### config.mk
export PLATFORM = sky130hd
export DESIGN_NAME = bram_axis_reader_flat
export DESIGN_NICKNAME = d
export VERILOG_FILES = /design/src/rtl/bram_axis_pkg.sv /design/src/rtl/bram_axis_if.sv /design/src/rtl/bram_axis_row_buf.sv /design/src/rtl/bram_axis_reader.sv /design/src/flat_wrapper.sv
export SDC_FILE = /design/constraint.sdc
export NUM_CORES = 2
export LEC_CHECK = 0
export BUFFER_PORTS_ARGS = -buffer_cell sky130_fd_sc_hd__buf_2
export CORE_AREA = 2 2 473 475
export DETAILED_ROUTE_END_ITERATION = 10
export DIE_AREA = 0 0 475 477
export SYNTH_ARGS = -nofsm -noshare
export SYNTH_HDL_FRONTEND = slang
export SYNTH_SLANG_ARGS = --single-unit
### constraint.sdc
create_clock -name clk -period 137 [get_ports clk]
set_clock_uncertainty 0.1 [all_clocks]
set_input_delay 27.4 -clock clk [delete_from_list [all_inputs] [get_ports clk]]
set_output_delay 27.4 -clock clk [all_outputs]
set_load 0.1 [all_outputs]
### src/rtl/bram_axis_pkg.sv
// Shared definitions for the BRAM-to-AXI-Stream row reader.
//   state_t     : reader FSM state encoding
//   DEF_*       : default parameter values used by the reader and its row buffer
//   cnt_width() : counter width for a 0..n-1 range (never less than one bit)
package bram_axis_pkg;

   localparam int DEF_BRAM_ADDR_LENGTH   = 9;
   localparam int DEF_WORD_WIDTH         = 32;
   localparam int DEF_BRAM_WIDTH_IN_WORD = 36;

   typedef enum logic [1:0] {
      ST_IDLE   = 2'd0,
      ST_FETCH  = 2'd1,
      ST_STREAM = 2'd2,
      ST_DONE   = 2'd3
   } state_t;

   function automatic int cnt_width(input int n);
      return (n > 1) ? $clog2(n) : 1;
   endfunction

endpackage

### src/rtl/bram_axis_if.sv
// AXI-Stream beat channel between the reader and its sink.
//   tdata  : beat payload
//   tvalid : beat present (source)
//   tready : sink accepts this cycle
//   tlast  : final beat of the transfer
// master = stream source (the reader), slave = stream sink.
interface bram_axis_if #(
   parameter int WORD_WIDTH = 32
);
   logic [WORD_WIDTH-1:0] tdata;
   logic                  tvalid;
   logic                  tready;
   logic                  tlast;

   modport master (output tdata, output tvalid, output tlast, input tready);
   modport slave  (input tdata, input tvalid, input tlast, output tready);
endinterface

### src/rtl/bram_axis_row_buf.sv
// Two-entry row buffer (current + next) with MSW-first word select.
//   clk, rst : clock, synchronous active-high reset (clears both valid flags)
//   load     : din holds a freshly read BRAM row this cycle
//   din      : BRAM row data
//   pop      : the last word of the current row is being accepted
//   sel      : word index within the current row (0 = most significant word)
//   cur_vld  : current row holds data
//   nxt_vld  : next row holds data
//   word     : selected word of the current row, zero while empty
module bram_axis_row_buf
   import bram_axis_pkg::*;
#(
   parameter int WORD_WIDTH         = DEF_WORD_WIDTH,
   parameter int BRAM_WIDTH_IN_WORD = DEF_BRAM_WIDTH_IN_WORD
) (
   input  logic                                       clk,
   input  logic                                       rst,
   input  logic                                       load,
   input  logic [WORD_WIDTH*BRAM_WIDTH_IN_WORD-1:0]   din,
   input  logic                                       pop,
   input  logic [cnt_width(BRAM_WIDTH_IN_WORD)-1:0]   sel,
   output logic                                       cur_vld,
   output logic                                       nxt_vld,
   output logic [WORD_WIDTH-1:0]                      word
);
   localparam int ROW_W = WORD_WIDTH * BRAM_WIDTH_IN_WORD;
   localparam int SEL_W = cnt_width(BRAM_WIDTH_IN_WORD);

   logic [ROW_W-1:0]      cur;
   logic [ROW_W-1:0]      nxt;
   logic [WORD_WIDTH-1:0] words [BRAM_WIDTH_IN_WORD];

   // Word 0 sits in the top bits of the row.
   for (genvar i = 0; i < BRAM_WIDTH_IN_WORD; i++) begin : g_word
      assign words[i] = cur[ROW_W-1-i*WORD_WIDTH -: WORD_WIDTH];
   end

   always_comb begin
      word = '0;
      for (int i = 0; i < BRAM_WIDTH_IN_WORD; i++) begin
         if (cur_vld && sel == SEL_W'(i)) word = words[i];
      end
   end

   // The current slot is free when empty or when its last word leaves this
   // cycle. A waiting next row moves up immediately, so a stream with a
   // ready sink sees no bubble at row boundaries.
   always_ff @(posedge clk) begin
      if (rst) begin
         cur_vld <= 1'b0;
         nxt_vld <= 1'b0;
      end else if (!cur_vld || pop) begin
         if (nxt_vld) begin
            cur     <= nxt;
            cur_vld <= 1'b1;
            nxt_vld <= load;
            if (load) nxt <= din;
         end else if (load) begin
            cur     <= din;
            cur_vld <= 1'b1;
         end else begin
            cur_vld <= 1'b0;
         end
      end else if (load) begin
         nxt     <= din;
         nxt_vld <= 1'b1;
      end
   end

endmodule

### src/rtl/bram_axis_reader.sv
// Streams a run of BRAM rows out as AXI-Stream words, MSW of each row first.
//   clk, rst   : clock, synchronous active-high reset
//   start      : one-cycle request, accepted only when idle
//   index_cntl : first row address (latched on accepted start)
//   size_cntl  : row count minus one (latched on accepted start)
//   bram_en    : BRAM read enable, one cycle per row read
//   bram_index : BRAM row address
//   bram_dout  : BRAM row data, valid the cycle after bram_en
//   m_axis     : stream output (tdata/tvalid/tready/tlast)
//   busy       : transfer in progress
//   done       : one-cycle pulse after the final beat is accepted
module bram_axis_reader
   import bram_axis_pkg::*;
#(
   parameter int BRAM_ADDR_LENGTH   = DEF_BRAM_ADDR_LENGTH,
   parameter int WORD_WIDTH         = DEF_WORD_WIDTH,
   parameter int BRAM_WIDTH_IN_WORD = DEF_BRAM_WIDTH_IN_WORD
) (
   input  logic                                     clk,
   input  logic                                     rst,
   input  logic                                     start,
   input  logic [BRAM_ADDR_LENGTH-1:0]              index_cntl,
   input  logic [BRAM_ADDR_LENGTH-1:0]              size_cntl,
   output logic                                     bram_en,
   output logic [BRAM_ADDR_LENGTH-1:0]              bram_index,
   input  logic [WORD_WIDTH*BRAM_WIDTH_IN_WORD-1:0] bram_dout,
   bram_axis_if.master                              m_axis,
   output logic                                     busy,
   output logic                                     done
);
   localparam int A      = BRAM_ADDR_LENGTH;
   localparam int WCNT_W = cnt_width(BRAM_WIDTH_IN_WORD);
   localparam logic [WCNT_W-1:0] LAST_WORD = WCNT_W'(BRAM_WIDTH_IN_WORD - 1);

   state_t            state;
   // vld_pipe[0]: read issued this cycle (drives bram_en)
   // vld_pipe[1]: bram_dout carries that read's row this cycle
   logic [1:0]        vld_pipe;
   logic [A-1:0]      rd_left;      // rows still to be read after the last issued one
   logic [A-1:0]      stream_left;  // rows still to stream after the current one
   logic [WCNT_W-1:0] wcnt;
   logic              cur_vld;
   logic              nxt_vld;
   logic [WORD_WIDTH-1:0] word;

   logic accept, last_word, pop, prefetch;

   assign accept    = cur_vld && m_axis.tready;
   assign last_word = (wcnt == LAST_WORD);
   assign pop       = accept && last_word;
   // One read in flight at most, and only into an empty next slot; stops
   // once the final row has been requested.
   assign prefetch  = (state == ST_STREAM) && cur_vld && !nxt_vld &&
                      (vld_pipe == 2'b00) && (rd_left != '0);

   assign bram_en       = vld_pipe[0];
   assign m_axis.tvalid = cur_vld;
   assign m_axis.tdata  = word;
   assign m_axis.tlast  = cur_vld && last_word && (stream_left == '0);

   bram_axis_row_buf #(
      .WORD_WIDTH         (WORD_WIDTH),
      .BRAM_WIDTH_IN_WORD (BRAM_WIDTH_IN_WORD)
   ) u_row_buf (
      .clk     (clk),
      .rst     (rst),
      .load    (vld_pipe[1]),
      .din     (bram_dout),
      .pop     (pop),
      .sel     (wcnt),
      .cur_vld (cur_vld),
      .nxt_vld (nxt_vld),
      .word    (word)
   );

   always_ff @(posedge clk) begin
      if (rst) begin
         state       <= ST_IDLE;
         vld_pipe    <= 2'b00;
         bram_index  <= '0;
         rd_left     <= '0;
         stream_left <= '0;
         wcnt        <= '0;
         busy        <= 1'b0;
         done        <= 1'b0;
      end else begin
         vld_pipe[1] <= vld_pipe[0];
         vld_pipe[0] <= 1'b0;
         done        <= 1'b0;

         if (accept) wcnt <= last_word ? '0 : wcnt + WCNT_W'(1);

         case (state)
            ST_IDLE: begin
               if (start) begin
                  // The first row read goes out in the cycle right after start.
                  bram_index  <= index_cntl;
                  vld_pipe[0] <= 1'b1;
                  rd_left     <= size_cntl;
                  stream_left <= size_cntl;
                  wcnt        <= '0;
                  busy        <= 1'b1;
                  state       <= ST_FETCH;
               end
            end
            ST_FETCH: begin
               // Leave once the first row is on bram_dout; it lands in the
               // current slot on this same edge.
               if (vld_pipe[1]) state <= ST_STREAM;
            end
            ST_STREAM: begin
               if (prefetch) begin
                  vld_pipe[0] <= 1'b1;
                  bram_index  <= bram_index + A'(1);  // wraps at 2^A
                  rd_left     <= rd_left - A'(1);
               end
               if (pop) begin
                  if (stream_left == '0) begin
                     state <= ST_DONE;
                     done  <= 1'b1;
                     busy  <= 1'b0;
                  end else begin
                     stream_left <= stream_left - A'(1);
                  end
               end
            end
            ST_DONE: state <= ST_IDLE;
            default: state <= ST_IDLE;
         endcase
      end
   end

endmodule

### src/flat_wrapper.sv
// flat-port wrapper written by rule: the top's interface ports become plain ports
module bram_axis_reader_flat import bram_axis_pkg::*;
#(
   parameter int BRAM_ADDR_LENGTH   = DEF_BRAM_ADDR_LENGTH,
   parameter int WORD_WIDTH         = DEF_WORD_WIDTH,
   parameter int BRAM_WIDTH_IN_WORD = DEF_BRAM_WIDTH_IN_WORD
)
  (clk, rst, start, index_cntl, size_cntl, bram_en, bram_index, bram_dout, busy, done, m_axis_tdata, m_axis_tvalid, m_axis_tlast, m_axis_tready);
  bram_axis_if #(.WORD_WIDTH(WORD_WIDTH)) m_axis_i ();
  input  logic clk;
  input  logic rst;
  input  logic start;
  input  logic [BRAM_ADDR_LENGTH-1:0] index_cntl;
  input  logic [BRAM_ADDR_LENGTH-1:0] size_cntl;
  output logic bram_en;
  output logic [BRAM_ADDR_LENGTH-1:0] bram_index;
  input  logic [WORD_WIDTH*BRAM_WIDTH_IN_WORD-1:0] bram_dout;
  output logic busy;
  output logic done;
  output wire logic [$bits(m_axis_i.tdata)-1:0] m_axis_tdata;
  output wire logic [$bits(m_axis_i.tvalid)-1:0] m_axis_tvalid;
  output wire logic [$bits(m_axis_i.tlast)-1:0] m_axis_tlast;
  input wire logic [$bits(m_axis_i.tready)-1:0] m_axis_tready;
  assign m_axis_tdata = m_axis_i.tdata;
  assign m_axis_tvalid = m_axis_i.tvalid;
  assign m_axis_tlast = m_axis_i.tlast;
  assign m_axis_i.tready = m_axis_tready;
  bram_axis_reader #(.BRAM_ADDR_LENGTH(BRAM_ADDR_LENGTH), .WORD_WIDTH(WORD_WIDTH), .BRAM_WIDTH_IN_WORD(BRAM_WIDTH_IN_WORD)) u_core (.clk(clk), .rst(rst), .start(start), .index_cntl(index_cntl), .size_cntl(size_cntl), .bram_en(bram_en), .bram_index(bram_index), .bram_dout(bram_dout), .m_axis(m_axis_i), .busy(busy), .done(done));
endmodule
Yosys cells after proc, flatten, opt, wreduce, memory -nomap -nowiden
Index checks and enable logic that the tools add are counted.
- register bits: 2345
- output and inout port bits: 46
- input port bits: 1174
- bitwise logic cells: 3
- multiplexer cells: 72
- add/sub/neg operators: 4
- reduce and logical (&&, ||, !) cells: 61
- equality and inequality tests: 45
- operator list (operator ; count):
    2-to-1 mux 1152 bit ; 5
    2-to-1 mux 32 bit ; 36
    equality test 6 x 5 -> 1 bit (second input constant) ; 16
    2-to-1 mux 9 bit ; 6
    case mux 9 bit (2 select lines) ; 3
    equality test 6 x 4 -> 1 bit (second input constant) ; 8
    logical AND 1 bit ; 43
    equality test 6 x 3 -> 1 bit (second input constant) ; 4
    equality test 6 bit (second input constant) ; 4
    2-to-1 mux 6 bit ; 4
    subtractor 9 x 1 -> 9 bit (second input constant) ; 2
    equality test 6 x 2 -> 1 bit (second input constant) ; 2
    AND reduction 4 bit ; 3
    2-to-1 mux 1 bit ; 11
    inequality test 2 bit (second input constant) ; 5
    adder 9 x 1 -> 9 bit (second input constant) ; 1
    zero test 9 bit ; 1
    nonzero test 9 bit ; 1
    2-to-1 mux 2 bit ; 4
    case mux 2 bit (4 select lines) ; 1
    adder 6 x 1 -> 6 bit (second input constant) ; 1
    equality test 6 x 1 -> 1 bit (second input constant) ; 1
    zero test 6 bit ; 1
    AND reduction 3 bit ; 2
    11 further kinds ; 20

Longest topological paths before layout
- depth in word-level cells: 38
- depth in mapped cells: 13
- gate-level depth less buffers: 9

Modules after synthesis
Synthesis repeated with hierarchy kept, for this count alone.
- cells, all modules: 5576
- area total of the unflattened synthesis: 96254.8 um^2
- modules (own cells, without submodules) (module ; area each (um^2) ; sequential area each (um^2) ; instances ; cells each):
    bram_axis_row_buf ; 93986.4 ; 69226.4 ; 1 ; 5301
    bram_axis_reader ; 2268.4 ; 780.7 ; 1 ; 275

Worst setup path before layout
No wires, ideal clock.
- path kind: input to register
- start point: in rst
- end point: reg u_core.u_row_buf.cur[0], enable pin
- stages: 4
- arrival: 111.463 ns
- setup slack: 21.068 ns
- setup time: 4.369 ns
- path through: clkbuf_1 -> clkbuf_1 -> clkbuf_1 -> a211oi_1
- cells in the longest elaborated chain, start to end: 2
- RTL lines (element ; RTL line ; RTL):
    start, declared ; flat_wrapper.sv:11 ; input logic rst;
    NOT 1 bit (no source line) ; n/a ;
    AND reduction 3 bit (no source line) ; n/a ;
    end signal, assigned ; bram_axis_row_buf.sv:54 ; cur <= nxt;
    end signal, assigned ; bram_axis_row_buf.sv:59 ; cur <= din;
    end, declared ; bram_axis_row_buf.sv:29 ; logic [ROW_W-1:0] cur;
Every way passes these cells.
A chain may end at the register's enable or synchronous reset.

Final worst setup path
- start point: reg u_core.wcnt[0]
- end point: out m_axis_tdata[19]
- cells in the longest elaborated chain, start to end: 38
- elaborated cells between the ends (all ways): 108
- classes of those cells: 35 x eq/ne; 36 x mux; 37 x reduce/logical
- RTL lines (element ; RTL line ; RTL):
    start, declared ; bram_axis_reader.sv:41 ; logic [WCNT_W-1:0] wcnt;
    start signal, assigned ; bram_axis_reader.sv:91 ; if (accept) wcnt <= last_word ? '0 : wcnt + WCNT_W'(1);
    zero test 6 bit ; bram_axis_row_buf.sv:41 ; if (cur_vld && sel == SEL_W'(i)) word = words[i];
    logical AND 1 bit ; bram_axis_row_buf.sv:41 ;
    2-to-1 mux 32 bit (35 in a row) ; bram_axis_row_buf.sv:41 ;
    2-to-1 mux 32 bit * ; bram_axis_row_buf.sv:41 ;
    end, declared ; flat_wrapper.sv:20 ; output wire logic [$bits(m_axis_i.tdata)-1:0] m_axis_tdata;
Every way passes the cells marked *; elsewhere a longest branch is shown, timed or not.

==> flow_summary_export.csv <==
group,metric,value,unit
run_status,status,"completed",
synthesis,synth_edf_count,2304,
clock_network,insertion_delay,0.91,ns
sta,setup_viol_count_final,0,
worst_setup_path,cp.required,109.50,ns
sta,fin_crit,34.43,ns
clock_network,ctsHoldBuffers,0,
clock_network,clk_pin_slew,0.06,ns
sta,slew_viol_final,0,
final_layout,nNetsFinal,8089,
global_route,grt_pass1_vias,59677,
sta,period_share,0.2513,
worst_setup_path,slowest_delay,1.20,ns
place,dp_hpwl,314.0,mm
route,ant_nets,0,
power,powerDensity,14.32,mW/mm^2
route,first_pass_iters,8,
synthesis,syn_area_per_cell,17.01,um^2
place,portBuffers,1219,
clock_network,postCtsSetupRepairBufs,0,
worst_setup_path,cp_common_cell,"a211oi_1",
clock_network,htreeDepth,4,
worst_setup_path,crit_slowest_cell,"a211oi_1",
worst_setup_path,worstPathArrival,6.93,ns
worst_setup_path,crit_buf_inv,2,
synthesis,yosys_warnings,0,
synthesis,ys_async_sr_fraction,0,
place,gp_congestion,0.9806,
sta,worstMarginPinSlew,1.432,ns
final_layout,final_cells,10219,
synthesis,ys_ff_latch,2345,
power,p_leak,38.08,nW
final_layout,drive_gt1_frac,0.4135,
sta,rsz0062_at_grt,"no",
synthesis,synthCells,5596,
route,wl_per_cell,40.04,um
worst_setup_path,crit_path_start_kind,"register",
worst_setup_path,startpoint,"u_core.wcnt[0]$_SDFF_PP0_",
global_route,antenna_found_initial,275,
sta,fmax,0.02905,GHz
global_route,grt_util_all_layers,0.3502,
sta,setup-tns-final,0,ns
sta,hold_viol_final,0,
route,drc_errors,0,
worst_setup_path,r2r-start,"u_core.wcnt[4]$_SDFF_PP0_",
synthesis,yosys_most_used_dff,"edfxtp_1",
floorplan,fp.dieW,475,um
worst_setup_path,crit_family,"simple AND/OR/NAND/NOR gates",
final_layout,final_common_cell,"edfxtp_1",
worst_setup_path,critPathMaxFanout,38,
synthesis,synth_area,0.09518,mm^2
clock_network,cts_tree,"built",
floorplan,core_area,0.2214,mm^2
route,routed_wirelength,409.1,mm
floorplan,start_util,0.4298,
floorplan,die_y,477,um
worst_setup_path,path_cells,"inv_1 -> ha_2 -> nand2b_1 -> nor3_1 -> nand2_1 -> a211oi_1 -> nor4_1 -> a211oi_1 -> a2bb2oi_1 -> buf_2",
synthesis,synth_cell_types,86,
run,drv_cap,0,
clock_network,post_cts_resized,0,
final_layout,final_cell_mix,"edfxtp_1, buf_2, mux2_2",
place,dp_cells,9637,
floorplan,num_io_pins,1220,
sta,max_slew_margin,0.03926,
route,drt_iter0_drc,8643,
clock_network,clockBufferDepth,3,
clock_network,cts_buffers,241,
synthesis,syn_nets,6780,
final_layout,syn2layout_area_growth,19.32,%
global_route,grt_max_degree,170,
min_path,min-delay-start,"u_core.rd_left[8]$_SDFFE_PP0P_",
route,num_vias,62458,
worst_setup_path,criticalPathCategory,"register to output port",
clock_network,clockRootBuffer,"clkbuf_16",
clock_network,clock_sinks,2345,
route,viasPerCell,6.112,
synthesis,yosysSeqAreaShare,0.7355,
min_path,min_path_type,"register to register",
worst_setup_path,endpoint_kind,"output port",
floorplan,row_count,173,
power,irDropWorstVdd,0.01222,mV
global_route,grt_first_pass_wirelength,529.5,mm
floorplan,dieArea,0.2266,mm^2
global_route,overflow,0,
[state kept, by name (all words and copies together) (netlist names)]
register / cells
u_core.u_row_buf.cur: 1152
u_core.u_row_buf.nxt: 1152
u_core.bram_index: 9
u_core.rd_left: 9
u_core.stream_left: 9
u_core.wcnt: 6
u_core.state: 2
u_core.vld_pipe: 2
u_core.busy: 1
u_core.done: 1
u_core.u_row_buf.cur_vld: 1
u_core.u_row_buf.nxt_vld: 1
[path summary, 6_finish.rpt]
kind                                               end  slack (ns)  cells after the start
setup / recovery                      m_axis_tdata[19]      102.57                     10
hold / removal          u_core.rd_left[8]$_SDFFE_PP0P_        0.39                      2
setup reg to reg  u_core.u_row_buf.nxt[1138]$_DFFE_PP_      129.77                      9
hold reg to reg         u_core.rd_left[8]$_SDFFE_PP0P_        0.39                      2
[power breakdown]
| group | internal (mW) | total, mW | switching (mW) |
|---|---|---|---|
| registers | 0.814 | 0.829 | 0.0144 |
| logic | 0.0419 | 0.123 | 0.0811 |
| clock network | 0.380 | 0.675 | 0.294 |
| total | 1.24 | 1.63 | 0.390 |
[routing by layer]
layer / up-vias / wire [um] / GRT usage
li1: 25437 / - / -
met1: 31903 / 144200 / 0.4154
met2: 4007 / 196700 / 0.5723
met3: 1029 / 40600 / 0.09395
met4: 82 / 27060 / 0.2034
met5: - / 540 / 0
[worst min-delay path: cells and delay by family (launching register included)]
kind               cells  cell delay, ns
DFF                    1            0.33
and+or+nand+nor        1            0.06
AOI/OAI and AO/OA      1            0.05
[layout make-up]
cell class	instances	area, um^2
Tap cell	2975	3722
Inverter	25	93.84
Fill cell	18771	107900
Sequential cell	2345	70010
Clock buffer	283	6188
Antenna cell	134	335.3
Clock inverter	165	1803
Timing Repair Buffer	1364	7302
Multi-Input combinational cell	2928	24110
[synth_stat cells, types with 62 or more instances]
library cell / number / area share
o21ai_0: 142 / 0.0075
nand3_1: 81 / 0.0043
o22ai_1: 110 / 0.0072
edfxtp_1: 2304 / 0.73
mux2_2: 1152 / 0.14
a221oi_1: 78 / 0.0072
o221ai_1: 62 / 0.0057
a21oi_1: 156 / 0.0082
nand2_1: 205 / 0.0081
nor3_1: 75 / 0.0039
clkbuf_1: 225 / 0.0089
nor2_1: 222 / 0.0088
[kinds of logic after synthesis]
group | synth area share
XOR/XNOR | 0.0004602
flip-flops | 0.7355
adder cells (fa/ha/maj) | 0.001420
buffers and inverters | 0.01336
AO/OA/AOI/OAI | 0.07051
AND/OR/NAND/NOR | 0.04120
multiplexers | 0.1376
[stage by stage]
step	area, um^2	hold slack [ns]	power (mW)	setup WS, ns	utilization
5_1_grt	113400	0.4167	1.665	102.61	0.5121
3_5_place_dp	105200	0.3748	0.9642	103.85	0.4753
6_report	113600	0.3864	1.626	102.57	0.5129
4_1_cts	113200	0.3847	1.631	103.03	0.5114
3_3_place_gp	105200	0.3614	0.9619	103.98	0.4753
2_1_floorplan	95180	0.3493	0.9750	21.07	-
Note: power is estimated with default switching activity, not from simulation.
